--- config.mk ---
export PLATFORM = sky130hd
export DESIGN_NAME = alu_exec_unit
export DESIGN_NICKNAME = d
export VERILOG_FILES = /design/src/rtl/alu_pkg.sv /design/src/rtl/alu_muldiv_iter.sv /design/src/rtl/alu_exec_unit.sv
export SDC_FILE = /design/constraint.sdc
export NUM_CORES = 1
export LEC_CHECK = 0
export BUFFER_PORTS_ARGS = -buffer_cell sky130_fd_sc_hd__buf_2
export CORE_ASPECT_RATIO = 1.75
export CORE_MARGIN = 2
export CORE_UTILIZATION = 24
export CTS_CLUSTER_SIZE = 16
export DETAILED_ROUTE_END_ITERATION = 10
export PLACE_DENSITY = 0.36
export SLEW_MARGIN = 20
export SYNTH_ARGS = -nofsm -noshare
export SYNTH_HDL_FRONTEND = slang
export SYNTH_SLANG_ARGS = --single-unit
--- constraint.sdc ---
create_clock -name clk -period 5.5 [get_ports clk]
set_input_delay 0.55 -clock clk [delete_from_list [all_inputs] [get_ports clk]]
set_output_delay 0.55 -clock clk [all_outputs]
set_load 0.01 [all_outputs]
--- src/rtl/alu_pkg.sv ---
// Shared types for the EX-stage ALU: operation encoding, control-field constants and FSM states.
package alu_pkg;

    typedef enum logic [4:0] {
        OP_ADD, OP_SUB, OP_SLL, OP_SLT, OP_SLTU, OP_XOR, OP_SRL, OP_SRA, OP_OR, OP_AND,
        OP_BEQ, OP_BNE, OP_BLT, OP_BGE, OP_BLTU, OP_BGEU,
        OP_MUL, OP_DIV, OP_DIVU, OP_REM, OP_REMU,
        OP_ILLEGAL
    } alu_op_e;

    localparam logic [1:0] ALUOP_LDST   = 2'b00;
    localparam logic [1:0] ALUOP_R      = 2'b01;
    localparam logic [1:0] ALUOP_BRANCH = 2'b10;
    localparam logic [1:0] ALUOP_I      = 2'b11;

    localparam logic [6:0] FUNCT7_BASE   = 7'b0000000;
    localparam logic [6:0] FUNCT7_ALT    = 7'b0100000;
    localparam logic [6:0] FUNCT7_MULDIV = 7'b0000001;

    typedef enum logic [1:0] {IDLE, BUSY, DONE} exec_state_e;

    function automatic logic is_muldiv(input alu_op_e op);
        return (op == OP_MUL) || (op == OP_DIV) || (op == OP_DIVU) ||
               (op == OP_REM) || (op == OP_REMU);
    endfunction

endpackage

--- src/rtl/alu_muldiv_iter.sv ---
// Iterative multiplier (shift-add) and restoring divider; one step per cycle, WIDTH steps per op.
// done is asserted combinationally during the final step, with result already reflecting that step.
module alu_muldiv_iter
    import alu_pkg::*;
#(
    parameter int WIDTH = 32
) (
    input  logic             clk,
    input  logic             reset,
    input  logic             flush,
    input  logic             start,
    input  alu_op_e          op,
    input  logic [WIDTH-1:0] src_a,
    input  logic [WIDTH-1:0] src_b,
    output logic             done,
    output logic [WIDTH-1:0] result
);
    localparam int CNT_W = $clog2(WIDTH) + 1;

    logic             busy;
    logic [CNT_W-1:0] count;
    logic [WIDTH-1:0] acc, opa, opb;
    logic [WIDTH-1:0] acc_next, opa_next, opb_next;
    logic [WIDTH:0]   trial;
    logic             is_mul, is_rem, neg_q, neg_r, div_zero;
    logic             signed_op;
    logic [WIDTH-1:0] mag_a, mag_b;

    // Signed divides run on magnitudes; signs are reapplied to the final quotient/remainder.
    assign signed_op = (op == OP_DIV) || (op == OP_REM);
    assign mag_a     = (signed_op && src_a[WIDTH-1]) ? -src_a : src_a;
    assign mag_b     = (signed_op && src_b[WIDTH-1]) ? -src_b : src_b;
    assign done      = busy && (count == CNT_W'(WIDTH - 1));

    always_comb begin
        trial    = {acc, opa[WIDTH-1]};
        acc_next = acc;
        opa_next = opa << 1;
        opb_next = opb;
        if (is_mul) begin
            acc_next = opb[0] ? acc + opa : acc;
            opb_next = opb >> 1;
        end else if (trial >= {1'b0, opb}) begin
            acc_next = trial[WIDTH-1:0] - opb;
            opa_next = {opa[WIDTH-2:0], 1'b1};
        end else begin
            acc_next = trial[WIDTH-1:0];
        end
    end

    always_comb begin
        if (is_mul)
            result = acc_next;
        else if (is_rem)
            result = neg_r ? -acc_next : acc_next;
        else if (div_zero)
            result = '1;
        else
            result = neg_q ? -opa_next : opa_next;
    end

    always_ff @(posedge clk) begin
        if (reset) begin
            busy     <= 1'b0;
            count    <= '0;
            acc      <= '0;
            opa      <= '0;
            opb      <= '0;
            is_mul   <= 1'b0;
            is_rem   <= 1'b0;
            neg_q    <= 1'b0;
            neg_r    <= 1'b0;
            div_zero <= 1'b0;
        end else if (flush) begin
            busy  <= 1'b0;
            count <= '0;
        end else if (start) begin
            busy     <= 1'b1;
            count    <= '0;
            acc      <= '0;
            opa      <= mag_a;
            opb      <= mag_b;
            is_mul   <= (op == OP_MUL);
            is_rem   <= (op == OP_REM) || (op == OP_REMU);
            neg_q    <= signed_op && (src_a[WIDTH-1] ^ src_b[WIDTH-1]);
            neg_r    <= signed_op && src_a[WIDTH-1];
            div_zero <= (src_b == '0);
        end else if (busy) begin
            acc   <= acc_next;
            opa   <= opa_next;
            opb   <= opb_next;
            count <= done ? '0 : count + CNT_W'(1);
            busy  <= !done;
        end
    end

endmodule

--- src/rtl/alu_exec_unit.sv ---
// EX-stage ALU: decodes ALUOp/Funct3/Funct7 and registers the result one cycle after accept.
// Defining ALU_MULDIV_EN adds iterative MUL/DIV/DIVU/REM/REMU that stall via in_ready.
module alu_exec_unit
    import alu_pkg::*;
#(
    parameter int WIDTH = 32
) (
    input  logic             clk,
    input  logic             reset,
    input  logic             in_valid,
    output logic             in_ready,
    input  logic [1:0]       ALUOp,
    input  logic [6:0]       Funct7,
    input  logic [2:0]       Funct3,
    input  logic [WIDTH-1:0] src_a,
    input  logic [WIDTH-1:0] src_b,
    input  logic             flush,
    output logic             out_valid,
    output logic [WIDTH-1:0] result,
    output logic             branch_taken,
    output logic             illegal
);
    localparam int SHW = $clog2(WIDTH);

    exec_state_e      state;
    alu_op_e          dec_op;
    logic             accept, r_type, f7_ok;
    logic [SHW-1:0]   shamt;
    logic [WIDTH-1:0] diff, alu_result;
    logic             alu_taken;

    assign in_ready = !reset && (state == IDLE);
    assign accept   = in_valid && in_ready && !flush;
    assign r_type   = (ALUOp == ALUOP_R);
    assign f7_ok    = !r_type || (Funct7 == FUNCT7_BASE);
    assign shamt    = src_b[SHW-1:0];
    assign diff     = src_a - src_b;

    // I-type reuses Funct7 bits as immediate, so it only constrains them for shifts.
    always_comb begin
        dec_op = OP_ILLEGAL;
        case (ALUOp)
            ALUOP_LDST: dec_op = OP_ADD;
            ALUOP_BRANCH: begin
                case (Funct3)
                    3'b000:  dec_op = OP_BEQ;
                    3'b001:  dec_op = OP_BNE;
                    3'b100:  dec_op = OP_BLT;
                    3'b101:  dec_op = OP_BGE;
                    3'b110:  dec_op = OP_BLTU;
                    3'b111:  dec_op = OP_BGEU;
                    default: dec_op = OP_ILLEGAL;
                endcase
            end
            ALUOP_R, ALUOP_I: begin
                if (r_type && Funct7 == FUNCT7_MULDIV) begin
`ifdef ALU_MULDIV_EN
                    case (Funct3)
                        3'b000:  dec_op = OP_MUL;
                        3'b100:  dec_op = OP_DIV;
                        3'b101:  dec_op = OP_DIVU;
                        3'b110:  dec_op = OP_REM;
                        3'b111:  dec_op = OP_REMU;
                        default: dec_op = OP_ILLEGAL;
                    endcase
`else
                    dec_op = OP_ILLEGAL;
`endif
                end else begin
                    case (Funct3)
                        3'b000: if (f7_ok) dec_op = OP_ADD;
                                else if (Funct7 == FUNCT7_ALT) dec_op = OP_SUB;
                        3'b001: if (Funct7 == FUNCT7_BASE) dec_op = OP_SLL;
                        3'b010: if (f7_ok) dec_op = OP_SLT;
                        3'b011: if (f7_ok) dec_op = OP_SLTU;
                        3'b100: if (f7_ok) dec_op = OP_XOR;
                        3'b101: if (Funct7 == FUNCT7_BASE) dec_op = OP_SRL;
                                else if (Funct7 == FUNCT7_ALT) dec_op = OP_SRA;
                        3'b110: if (f7_ok) dec_op = OP_OR;
                        default: if (f7_ok) dec_op = OP_AND;
                    endcase
                end
            end
            default: dec_op = OP_ILLEGAL;
        endcase
    end

    // Illegal and multi-cycle ops fall through to a zero result here.
    always_comb begin
        alu_result = '0;
        alu_taken  = 1'b0;
        case (dec_op)
            OP_ADD:  alu_result = src_a + src_b;
            OP_SUB:  alu_result = diff;
            OP_SLL:  alu_result = src_a << shamt;
            OP_SLT:  alu_result = {{(WIDTH-1){1'b0}}, ($signed(src_a) < $signed(src_b))};
            OP_SLTU: alu_result = {{(WIDTH-1){1'b0}}, (src_a < src_b)};
            OP_XOR:  alu_result = src_a ^ src_b;
            OP_SRL:  alu_result = src_a >> shamt;
            OP_SRA:  alu_result = WIDTH'($signed(src_a) >>> shamt);
            OP_OR:   alu_result = src_a | src_b;
            OP_AND:  alu_result = src_a & src_b;
            OP_BEQ:  begin alu_result = diff; alu_taken = (src_a == src_b); end
            OP_BNE:  begin alu_result = diff; alu_taken = (src_a != src_b); end
            OP_BLT:  begin alu_result = diff; alu_taken = ($signed(src_a) < $signed(src_b)); end
            OP_BGE:  begin alu_result = diff; alu_taken = ($signed(src_a) >= $signed(src_b)); end
            OP_BLTU: begin alu_result = diff; alu_taken = (src_a < src_b); end
            OP_BGEU: begin alu_result = diff; alu_taken = (src_a >= src_b); end
            default: ;
        endcase
    end

`ifdef ALU_MULDIV_EN
    logic             md_done;
    logic [WIDTH-1:0] md_result;

    alu_muldiv_iter #(.WIDTH(WIDTH)) u_muldiv (
        .clk    (clk),
        .reset  (reset),
        .flush  (flush),
        .start  (accept && is_muldiv(dec_op)),
        .op     (dec_op),
        .src_a  (src_a),
        .src_b  (src_b),
        .done   (md_done),
        .result (md_result)
    );
`endif

    always_ff @(posedge clk) begin
        if (reset) begin
            state        <= IDLE;
            out_valid    <= 1'b0;
            result       <= '0;
            branch_taken <= 1'b0;
            illegal      <= 1'b0;
        end else if (flush) begin
            state     <= IDLE;
            out_valid <= 1'b0;
        end else begin
            out_valid <= 1'b0;
            case (state)
                IDLE: if (accept) begin
`ifdef ALU_MULDIV_EN
                    if (is_muldiv(dec_op)) begin
                        state <= BUSY;
                    end else begin
`else
                    begin
`endif
                        out_valid    <= 1'b1;
                        result       <= alu_result;
                        branch_taken <= alu_taken;
                        illegal      <= (dec_op == OP_ILLEGAL);
                    end
                end
`ifdef ALU_MULDIV_EN
                BUSY: if (md_done) begin
                    state        <= DONE;
                    out_valid    <= 1'b1;
                    result       <= md_result;
                    branch_taken <= 1'b0;
                    illegal      <= 1'b0;
                end
                DONE: state <= IDLE;
`endif
                default: state <= IDLE;
            endcase
        end
    end

endmodule

==> results.ini <==
[run_status]
status = complete, no violations

[route]
antenna_left = 0
avgRoutedWirePerCell_microns = 33.3
viasPerCell = 6.15
vias = 12999
wirelength_mm = 70.4
drcViolationCount = 0
drt-pass1-iter-count = 5
drt-initial-drc-count = 1245

[sta]
fmax_mhz = 233
hold_viol_final = 0
layout_min_cycle_time_ps = 4290
tns_ps = 0
fin_crit_sh_pct = 78.0
finalMaxSlewViolations = 0
grt_setup_unrepaired = no
timing.slew.headroom_pct = 12.7
setup_violations = 0
worstMarginPinSlew_ps = 1300
fin_ws_ps = 1210
hold_ws_ps = 447
skew_ps = 0

[grt]
antenna_found_initial = 0
grt_max_degree = 65
grt_usage_pct = 29.6
grt_pass1_wl_mm = 98.9
gr-total-overflow = 0
grt_pass1_vias = 13037

[floorplan]
start_util_pct = 24.3
dieArea_sq_um = 46700
die_w_microns = 164
ios = 116
core-area_sq_um = 44300
fp.dieH_microns = 284
fp-row-count = 102

[placement]
io_buffers = 115
gp_congestion = 0.975
dpl.hpwl_mm = 55.3
post-place-ws_ps = 1040
dpl_cell_area_sq_um = 11900

[synthesis]
ys_top_cells_by_area = mux4_2 12%, ha_1 11%, dfxtp_1 6.5%
synth_cell_types = 93
postSynthAreaPerCell_sq_um = 7.24
synth_top_area_cell = mux4_2
synth_ff_type = dfxtp_1
syn_nets = 1667
ys_ff_latch = 35
synth.yosys.seq_area_share_pct = 6.50
yosys-top-cells-count = 147 x nor2_1, 132 x nand2_1, 129 x a21oi_1
synthCells = 1488
synth_top_area_share_pct = 11.7
yosysMostFrequentCell = nor2_1
syn_area_sq_um = 10800
synthArstFlopShare_pct = 0
yosysWarnings = 0
synth-edff-count = 0

[cells_and_area]
fin_util_pct = 27.3
layout-drive-gt1-share_pct = 18.3
fin_nets = 1720
area_growth_pct = 12.1
finalInstanceArea_sq_um = 12100

[critical_path]
critPathMaxFanout = 30
critPathKind = primary input to register
arrival_ps = 4460
end_kind = register
r2r_slack_ps = 3920
cp.required_ps = 5660
cp-start-kind = primary input

[power_and_ir_drop]
netSwitchingFraction_pct = 55.4
p_leak_uw = 0.00490
p_seq_share_pct = 14.1
power_frac_comb_pct = 69.3
p_sw_uw = 1080
power_frac_clock_pct = 16.6
power_per_cell_area_nw_per_um2 = 161
intPower_uw = 869
irDropWorstVdd_uv = 102

[clocking]
cts_tree = done
post_cts_resized = 0
htreeDepth = 2
clock_sinks = 35
root_buffer = clkbuf_16
numCtsBuffers = 5
cts.clk_slew.worst_paths_ps = 70
hold_buffers = 0
clockBufferDepth = 2
clk_latency_ps = 310
post_cts_buffers = 0

[hold_path]
hp-class = register to register

[run]
max-cap-violations = 0

state kept, by name, indices dropped and copies added (netlist names):
register / cells
branch_taken: 1
result: 32
out_valid: 1
illegal: 1
power groups by stage:
stage	registers, uW	clock network (uW)	logic, uW
2_1_floorplan	283	0	788
3_3_place_gp	281	0	1320
3_5_place_dp	281	0	1320
4_1_cts	275	328	1320
5_1_grt	276	331	1420
6_report	275	323	1350
final timing paths:
path	startpoint	to	cells after the start
hold / removal	result[24]	result[24]	2
setup reg to reg	result[18]	result[18]	3
setup / recovery	src_b[0]	result[30]	14
hold reg to reg	result[24]	result[24]	2
through the flow:
step,cells,power [uW]
6_report,2115,1950
5_1_grt,2114,2020
2_1_floorplan,1488,1070
3_3_place_gp,2106,1610
4_1_cts,2114,1920
3_5_place_dp,2106,1600
layout make-up:
| type | count | area [sq um] |
|---|---|---|
| timing repair buffer | 164 | 948 |
| clock inverter | 1 | 5.00 |
| inverter | 99 | 372 |
| antenna | 1 | 2.50 |
| sequential | 35 | 701 |
| fill | 4958 | 32200 |
| tap | 572 | 716 |
| multi-input combinational | 1236 | 9200 |
| clock buffer | 7 | 133 |
placed cells by master, fill, tap and decap left out, drive strengths merged, types with 13 or more instances in the layout:
cell | netlist | final
ha | 97 | 97
mux4 | 56 | 56
nor2 | 148 | 148
nor2b | 14 | 14
nor4 | 21 | 21
a211oi | 30 | 30
inv | 98 | 98
nand2 | 136 | 136
buf | 52 | 164
o22ai | 28 | 28
a221o | 15 | 15
o21ai | 104 | 104
a22oi | 18 | 18
a21oi | 130 | 130
nand3 | 28 | 28
xnor2 | 13 | 13
mux2i | 41 | 41
dfxtp | 35 | 35
nor3 | 54 | 54
o211ai | 26 | 26
a221oi | 25 | 25
o31ai | 14 | 14
metal layers:
layer | vias up | part of all wire [%] | GRT usage (%)
met4 | 0 | 7.9 | 20.0
li1 | 5750 | - | -
met1 | 6467 | 36 | 32.1
met5 | - | 0 | 0
met2 | 601 | 52 | 53.5
met3 | 181 | 4.6 | 2.60
worst max-delay path, stage by stage:
cell,delay [ps]
buf_4,430
ha_1,340
fa_1,280
a211oi_1,140
o21ai_0,440
buf_4,210
nor4bb_1,490
o21ai_0,310
a211oi_1,290
buf_4,220
nand3_1,90
a221o_1,330
a211oi_1,210
a221oi_1,110
cells by family (layout without fill, tap and decap cells):
family	after synthesis	in the layout	synth area share, %
muxes	108	108	16.7
other	0	1	0
xor gates and xnor gates	15	15	1.22
AOI/OAI and AO/OA	533	533	33.8
DFF	35	35	6.50
and+or+nand+nor	481	481	21.9
adders and majority gates	99	99	11.6
buffers and inverters	217	271	8.32
Power figures use the tool's default switching activity.
